===== config.mk =====
export PLATFORM = sky130hd
export DESIGN_NAME = aes_uart_link
export DESIGN_NICKNAME = d
export VERILOG_FILES = /design/src/rtl/aes_link_pkg.sv /design/src/rtl/aes_link_rx.sv /design/src/rtl/aes_uart_link.sv
export SDC_FILE = /design/constraint.sdc
export NUM_CORES = 1
export LEC_CHECK = 0
export ABC_AREA = 0
export CAP_MARGIN = 5
export CORE_ASPECT_RATIO = 1.25
export CORE_MARGIN = 4
export CORE_UTILIZATION = 30
export DETAILED_ROUTE_END_ITERATION = 12
export GPL_ROUTABILITY_DRIVEN = 0
export GPL_TIMING_DRIVEN = 1
export MAX_ROUTING_LAYER = met4
export PLACE_DENSITY = 0.57
export SYNTH_ARGS = -nofsm -noshare
export SYNTH_HDL_FRONTEND = slang
export SYNTH_SLANG_ARGS = --single-unit

===== constraint.sdc =====
create_clock -name io_clk -period 5.1 [get_ports io_clk]
set_input_delay 1.275 -clock io_clk [delete_from_list [all_inputs] [get_ports io_clk]]
set_output_delay 1.275 -clock io_clk [all_outputs]
set_load 0.03 [all_outputs]

===== src/rtl/aes_link_pkg.sv =====
// Shared types and default sizing for the UART block link.
package aes_link_pkg;

    localparam int unsigned ClkDivDefault     = 16;
    localparam int unsigned BlockBytesDefault = 16;

    typedef enum logic [1:0] {RxIdle, RxStart, RxData, RxStop} rx_state_e;
    typedef enum logic [1:0] {TxIdle, TxStart, TxData, TxStop} tx_state_e;

endpackage


===== src/rtl/aes_link_rx.sv =====
// UART receive framing: input synchronizer, bit sampling FSM, byte strobe and
// frame-error pulse.
module aes_link_rx
    import aes_link_pkg::*;
#(
    parameter int unsigned CLK_DIV = ClkDivDefault
) (
    input  logic       i_clk,
    input  logic       i_rst_n,
    input  logic       i_rx,
    output logic [7:0] o_byte,
    output logic       o_byte_valid,
    output logic       o_frame_err
);

    localparam int unsigned CW = $clog2(CLK_DIV);
    localparam logic [CW-1:0] HALF_M1 = CW'(CLK_DIV / 2 - 1);
    localparam logic [CW-1:0] FULL_M1 = CW'(CLK_DIV - 1);

    rx_state_e     r_state;
    logic [1:0]    r_sync;
    logic          r_rx_d;
    logic [CW-1:0] r_cnt;
    logic [2:0]    r_bit;
    logic [7:0]    r_shift;
    logic          r_byte_valid;
    logic          r_frame_err;
    logic          w_rx;

    assign w_rx         = r_sync[1];
    assign o_byte       = r_shift;
    assign o_byte_valid = r_byte_valid;
    assign o_frame_err  = r_frame_err;

    always_ff @(posedge i_clk) begin
        if (!i_rst_n) begin
            r_sync       <= 2'b11;
            r_rx_d       <= 1'b1;
            r_state      <= RxIdle;
            r_cnt        <= '0;
            r_bit        <= '0;
            r_shift      <= '0;
            r_byte_valid <= 1'b0;
            r_frame_err  <= 1'b0;
        end else begin
            r_sync       <= {r_sync[0], i_rx};
            r_rx_d       <= w_rx;
            r_byte_valid <= 1'b0;
            r_frame_err  <= 1'b0;
            case (r_state)
                RxIdle: begin
                    if (r_rx_d && !w_rx) begin
                        r_state <= RxStart;
                        r_cnt   <= '0;
                    end
                end
                RxStart: begin
                    if (r_cnt == HALF_M1) begin
                        // A line already back high at mid start bit is a glitch.
                        r_cnt   <= '0;
                        r_bit   <= '0;
                        r_state <= w_rx ? RxIdle : RxData;
                    end else begin
                        r_cnt <= r_cnt + 1'b1;
                    end
                end
                RxData: begin
                    if (r_cnt == FULL_M1) begin
                        r_cnt   <= '0;
                        r_shift <= {w_rx, r_shift[7:1]};
                        if (r_bit == 3'd7) begin
                            r_state <= RxStop;
                        end else begin
                            r_bit <= r_bit + 3'd1;
                        end
                    end else begin
                        r_cnt <= r_cnt + 1'b1;
                    end
                end
                RxStop: begin
                    if (r_cnt == FULL_M1) begin
                        r_cnt        <= '0;
                        r_state      <= RxIdle;
                        r_byte_valid <= w_rx;
                        r_frame_err  <= !w_rx;
                    end else begin
                        r_cnt <= r_cnt + 1'b1;
                    end
                end
                default: r_state <= RxIdle;
            endcase
        end
    end

endmodule


===== src/rtl/aes_uart_link.sv =====
// UART link for a block core: assembles received bytes into blocks and
// serialises result blocks onto io_tx, byte 0 first.
module aes_uart_link
    import aes_link_pkg::*;
#(
    parameter int unsigned CLK_DIV     = ClkDivDefault,
    parameter int unsigned BLOCK_BYTES = BlockBytesDefault
) (
    input  logic                     io_clk,
    input  logic                     io_reset,
    input  logic                     io_rx,
    output logic                     io_tx,
    output logic                     io_done,
    output logic [8*BLOCK_BYTES-1:0] in_data,
    output logic                     in_valid,
    input  logic                     in_ready,
    input  logic [8*BLOCK_BYTES-1:0] out_data,
    input  logic                     out_valid,
    output logic                     out_ready,
    output logic                     frame_err,
    output logic                     overrun
);

    localparam int unsigned CW = $clog2(CLK_DIV);
    localparam int unsigned IW = $clog2(BLOCK_BYTES + 1);
    localparam logic [CW-1:0] FULL_M1  = CW'(CLK_DIV - 1);
    localparam logic [IW-1:0] IDX_LAST = IW'(BLOCK_BYTES - 1);

    logic [7:0] w_rx_byte;
    logic       w_rx_valid;
    logic       w_accept;

    logic [8*BLOCK_BYTES-1:0] r_in_data;
    logic                     r_in_valid;
    logic [IW-1:0]            r_rx_idx;
    logic                     r_overrun;

    tx_state_e                r_tx_state;
    logic [8*BLOCK_BYTES-1:0] r_blk;
    logic [CW-1:0]            r_tx_cnt;
    logic [2:0]               r_tx_bit;
    logic [IW-1:0]            r_tx_idx;
    logic                     r_tx;
    logic                     r_done;
    logic                     r_out_ready;

    aes_link_rx #(
        .CLK_DIV(CLK_DIV)
    ) u_rx (
        .i_clk       (io_clk),
        .i_rst_n     (io_reset),
        .i_rx        (io_rx),
        .o_byte      (w_rx_byte),
        .o_byte_valid(w_rx_valid),
        .o_frame_err (frame_err)
    );

    assign w_accept  = r_in_valid && in_ready;
    assign in_data   = r_in_data;
    assign in_valid  = r_in_valid;
    assign overrun   = r_overrun;
    assign io_tx     = r_tx;
    assign io_done   = r_done;
    assign out_ready = r_out_ready;

    always_ff @(posedge io_clk) begin
        if (!io_reset) begin
            r_in_data  <= '0;
            r_in_valid <= 1'b0;
            r_rx_idx   <= '0;
            r_overrun  <= 1'b0;
        end else begin
            r_overrun <= 1'b0;
            if (w_accept) begin
                r_in_valid <= 1'b0;
            end
            if (w_rx_valid) begin
                // Index is already 0 while a block is pending, so an accept in the
                // same cycle makes this byte the first of the next block.
                if (!r_in_valid || w_accept) begin
                    for (int unsigned k = 0; k < BLOCK_BYTES; k++) begin
                        if (r_rx_idx == IW'(k)) begin
                            r_in_data[8*k +: 8] <= w_rx_byte;
                        end
                    end
                    if (r_rx_idx == IDX_LAST) begin
                        r_in_valid <= 1'b1;
                        r_rx_idx   <= '0;
                    end else begin
                        r_rx_idx <= r_rx_idx + 1'b1;
                    end
                end else begin
                    r_overrun <= 1'b1;
                end
            end
        end
    end

    always_ff @(posedge io_clk) begin
        if (!io_reset) begin
            r_tx_state  <= TxIdle;
            r_blk       <= '0;
            r_tx_cnt    <= '0;
            r_tx_bit    <= '0;
            r_tx_idx    <= '0;
            r_tx        <= 1'b1;
            r_done      <= 1'b0;
            r_out_ready <= 1'b0;
        end else begin
            r_done <= 1'b0;
            case (r_tx_state)
                TxIdle: begin
                    r_out_ready <= 1'b1;
                    r_tx        <= 1'b1;
                    if (out_valid && r_out_ready) begin
                        r_blk       <= out_data;
                        r_tx        <= 1'b0;
                        r_out_ready <= 1'b0;
                        r_tx_cnt    <= '0;
                        r_tx_idx    <= '0;
                        r_tx_state  <= TxStart;
                    end
                end
                TxStart: begin
                    if (r_tx_cnt == FULL_M1) begin
                        // Shifting one bit per data slot leaves the next byte at [7:0].
                        r_tx_cnt   <= '0;
                        r_tx       <= r_blk[0];
                        r_blk      <= r_blk >> 1;
                        r_tx_bit   <= '0;
                        r_tx_state <= TxData;
                    end else begin
                        r_tx_cnt <= r_tx_cnt + 1'b1;
                    end
                end
                TxData: begin
                    if (r_tx_cnt == FULL_M1) begin
                        r_tx_cnt <= '0;
                        if (r_tx_bit == 3'd7) begin
                            r_tx       <= 1'b1;
                            r_tx_state <= TxStop;
                        end else begin
                            r_tx     <= r_blk[0];
                            r_blk    <= r_blk >> 1;
                            r_tx_bit <= r_tx_bit + 3'd1;
                        end
                    end else begin
                        r_tx_cnt <= r_tx_cnt + 1'b1;
                    end
                end
                TxStop: begin
                    if (r_tx_cnt == FULL_M1) begin
                        r_tx_cnt <= '0;
                        if (r_tx_idx == IDX_LAST) begin
                            r_tx_state  <= TxIdle;
                            r_done      <= 1'b1;
                            r_out_ready <= 1'b1;
                        end else begin
                            r_tx_idx   <= r_tx_idx + 1'b1;
                            r_tx       <= 1'b0;
                            r_tx_state <= TxStart;
                        end
                    end else begin
                        r_tx_cnt <= r_tx_cnt + 1'b1;
                    end
                end
                default: r_tx_state <= TxIdle;
            endcase
        end
    end

endmodule


==> load_flow_metrics.sql <==
INSERT INTO impl_metrics (metric_group, metric, value, unit) VALUES
('placed_design', 'hpwl', '23.2', 'mm'),
('pwr', 'clock_power_share', '31.6', '%'),
('logic_synthesis', 'synth-seq-area-share', '46.1', '%'),
('logic_synthesis', 'yosys_most_used_dff', 'sky130_fd_sc_hd__dfxtp_1', ''),
('setup_path', 'worst-path-max-fanout', '54', ''),
('cts', 'cts_hold_repair.buffers', '0', ''),
('sta', 'max_freq', '319', 'MHz'),
('setup_path', 'worst-endpoint-arrival', '3550', 'ps'),
('hold_path', 'hold-path-cell-count', '1', ''),
('setup_path', 'rrSetupSlack', '2340', 'ps'),
('hold_path', 'hold_path.class', 'flip-flop to flip-flop', ''),
('setup_path', 'critPathCaptureType', 'flip-flop', ''),
('cts', 'clock_tree_from_tritoncts', 'yes', ''),
('sta', 'timing.final.crit_period', '3130', 'ps'),
('global_route', 'antenna_violations_before_repair', '0', ''),
('sta', 'slew_headroom', '31.5', '%'),
('route', 'detail-route-antenna-nets', '0', ''),
('global_route', 'grt_start_max_net_pins', '150', ''),
('setup_path', 'rr_startpoint', 'r_tx_state[0]$_SDFFE_PN0P_', ''),
('logic_synthesis', 'syn_avg_cell_area', '10.2', 'um^2'),
('route', 'dr_total_vias', '9826', ''),
('sta', 'max_slew_violations', '0', ''),
('logic_synthesis', 'yosys.area.top_type_share', '46.1', '%'),
('cts', 'htree_levels', '2', ''),
('logic_synthesis', 'share_of_synthesized_registers_carrying_an_async_set_or_reset', '0', '%'),
('die', 'design.core.area', '0.0432', 'mm^2'),
('logic_synthesis', 'synth.lib_cells_used.distinct', '53', ''),
('cts', 'cts-root-to-sink-buffers', '3', ''),
('global_route', 'globalRouteOverflowTotal', '0', ''),
('placed_design', 'port_buffers', '266', ''),
('cts', 'cts_setup_buffers', '0', ''),
('cts', 'worst_skew_pair.late_latency', '510', 'ps'),
('pwr', 'internal_power', '5540', 'uW'),
('route', 'detail_route.vias_per_cell', '4.72', ''),
('die', 'num_rows', '85', ''),
('logic_synthesis', 'synthesis_stage_register_bit_count', '302', ''),
('route', 'dr.pass1.iters', '4', ''),
('route', 'wirelength', '35.0', 'mm'),
('die', 'chipHeight', '242', 'um'),
('logic_synthesis', 'syn_inst', '1279', ''),
('outcome', 'outcome', 'finished clean', ''),
('setup_path', 'start_kind', 'input port', ''),
('global_route', 'via_count_of_the_first_global_routing_pass', '9862', ''),
('logic_synthesis', 'syn_area', '0.0131', 'mm^2'),
('sta', 'rsz0062_at_grt', 'false', ''),
('pwr', 'pwr_density_cell', '478', 'mW/mm^2'),
('flow_run', 'drv.max_cap_violation_count', '0', ''),
('global_route', 'grt_pass1_wl', '55.5', 'mm'),
('logic_synthesis', 'ys_warn_count', '0', ''),
('layout', 'most_common_cell_after_layout_fill_and_taps_aside', 'sky130_fd_sc_hd__dfxtp_1', ''),
('pwr', 'power.leakage', '0.00667', 'uW'),
('logic_synthesis', 'synth_area_leaders', 'sky130_fd_sc_hd__dfxtp_1, sky130_fd_sc_hd__mux2i_1, sky130_fd_sc_hd__a211oi_2', ''),
('pwr', 'max-vdd-ir-drop', '301', 'uV'),
('die', 'start_util', '30.4', '%'),
('cts', 'clk_pin_slew_worst_paths', '60', 'ps'),
('sta', 'final.setup_skew', '8.48', 'ps'),
('cts', 'post_cts_resized', '0', ''),
('cts', 'cts-root-buf', 'sky130_fd_sc_hd__clkbuf_16', ''),
('setup_path', 'required', '5520', 'ps'),
('die', 'io_pins', '267', ''),
('logic_synthesis', 'synthesis.nets', '1430', ''),
('sta', 'final_min_period_over_clock_period', '61.4', '%'),
('hold_path', 'hold_path_startpoint', 'u_rx.r_sync[0]$_SDFF_PN1_', ''),
('hold_path', 'holdPathEnd', 'u_rx.r_sync[1]$_SDFF_PN1_', ''),
('setup_path', 'timing.setup.critical_path_class', 'input port to flip-flop', ''),
('pwr', 'seqPwrFrac', '34.7', '%'),
('layout', 'number_of_nets_in_the_layout', '1642', ''),
('die', 'fp.dieArea', '0.0471', 'mm^2'),
('layout', 'final_layout_size_suffix_gt1_share', '13.1', '%'),
('setup_path', 'r2r-end', 'r_blk[96]$_SDFFE_PN0P_', ''),
('sta', 'setup_tns', '0', 'ps');
## metrics by stage
stage               instance area (um^2)  power, uW  worst slack [ps]  hold WS, ps  utilization [%]
CTS                                17400       8460              1980          411             40.3
global placement                   16200       5710              1470          391             37.5
detailed placement                 16200       5770              1440          402             37.5
global route                       17400       8830              1810          436             40.3
floorplan                          13100       5330              2500          386                -
finish                             17400       8310              1970          416             40.3
## registers in the layout (all words and copies together), names as in the netlist, 2 cells and up, named ones only
| name | cells |
|---|---|
| u_rx.o_byte | 8 |
| u_rx.r_bit | 3 |
| in_data | 128 |
| r_rx_idx | 5 |
| r_tx_bit | 3 |
| r_blk | 128 |
| r_tx_state | 2 |
| u_rx.r_sync | 2 |
| u_rx.r_cnt | 4 |
| r_tx_cnt | 4 |
| r_tx_idx | 5 |
## synth_stat cells, types with 3 or more instances
cell                       number
sky130_fd_sc_hd__a211oi_1       9
sky130_fd_sc_hd__a211oi_2     120
sky130_fd_sc_hd__a21oi_1       17
sky130_fd_sc_hd__a31oi_1        6
sky130_fd_sc_hd__and2_1         4
sky130_fd_sc_hd__and3_1         5
sky130_fd_sc_hd__buf_2         14
sky130_fd_sc_hd__buf_4         21
sky130_fd_sc_hd__clkbuf_1      65
sky130_fd_sc_hd__dfxtp_1      302
sky130_fd_sc_hd__ha_1          18
sky130_fd_sc_hd__inv_1         11
sky130_fd_sc_hd__mux2i_1      268
sky130_fd_sc_hd__nand2_1       93
sky130_fd_sc_hd__nand2b_1       5
sky130_fd_sc_hd__nand3_1       10
sky130_fd_sc_hd__nand4_1       12
sky130_fd_sc_hd__nand4b_1       6
sky130_fd_sc_hd__nor2_1       221
sky130_fd_sc_hd__nor2b_1        8
sky130_fd_sc_hd__nor3b_1        8
sky130_fd_sc_hd__o21ai_0       15
sky130_fd_sc_hd__or3_1          3
## power by group through the flow
| stage | clock network (uW) | registers, uW | logic (uW) |
|---|---|---|---|
| 4_1_cts | 2730 | 2880 | 2850 |
| 2_1_floorplan | 0 | 2900 | 2430 |
| 6_report | 2620 | 2880 | 2800 |
| 3_5_place_dp | 0 | 2930 | 2830 |
| 5_1_grt | 2820 | 2920 | 3090 |
| 3_3_place_gp | 0 | 2920 | 2780 |
## cell families after synthesis
| family | after synthesis | share of synthesized area, % |
|---|---|---|
| and+or+nand+nor | 393 | 13.1 |
| DFF | 302 | 46.1 |
| muxes | 268 | 20.5 |
| AOI/OAI and AO/OA | 181 | 14.4 |
| buffers and inverters | 116 | 4.17 |
| adders and majority gates | 18 | 1.72 |
| xor gates and xnor gates | 1 | 0.0668 |
## critical path, cell delays in order
cell                              delay [ps]
sky130_fd_sc_hd__clkdlybuf4s50_1         500
sky130_fd_sc_hd__a21boi_1                 70
sky130_fd_sc_hd__buf_4                   190
sky130_fd_sc_hd__a311oi_4                540
sky130_fd_sc_hd__buf_4                   640
sky130_fd_sc_hd__nor2_1                  120
sky130_fd_sc_hd__a211oi_2                210
## layout make-up
class / instances / area (um^2)
inverters: 12 / 52.6
flip-flops and latches: 302 / 6050
well taps: 565 / 707
clock inverters: 12 / 168
multi-input cells: 861 / 6550
clock buffers: 50 / 1040
fillers: 4263 / 25800
repair buffers: 279 / 2820
## per-layer routing
metal | up-vias | share of wire [%] | global-route usage (%) | wire length (um)
met4 | 0 | 2.3 | 3.96 | 794
li1 | 4919 | - | - | -
met2 | 249 | 46 | 23.2 | 16000
met1 | 4607 | 45 | 18.2 | 15800
met5 | - | 0 | - | 0
met3 | 51 | 6.8 | 4.59 | 2380
## how the worst max path moves through the flow
stage                    from                        end  slack [ps]
floorplan            in_ready  in_data[100]$_SDFFE_PN0P_        2500
CTS                 out_valid     r_blk[95]$_SDFFE_PN0P_        1980
global route        out_valid     r_blk[94]$_SDFFE_PN0P_        1810
global placement     in_ready   in_data[18]$_SDFFE_PN0P_        1470
detailed placement  out_valid     r_blk[95]$_SDFFE_PN0P_        1440
finish              out_valid     r_blk[96]$_SDFFE_PN0P_        1970
Power figures use the tool's default switching activity.
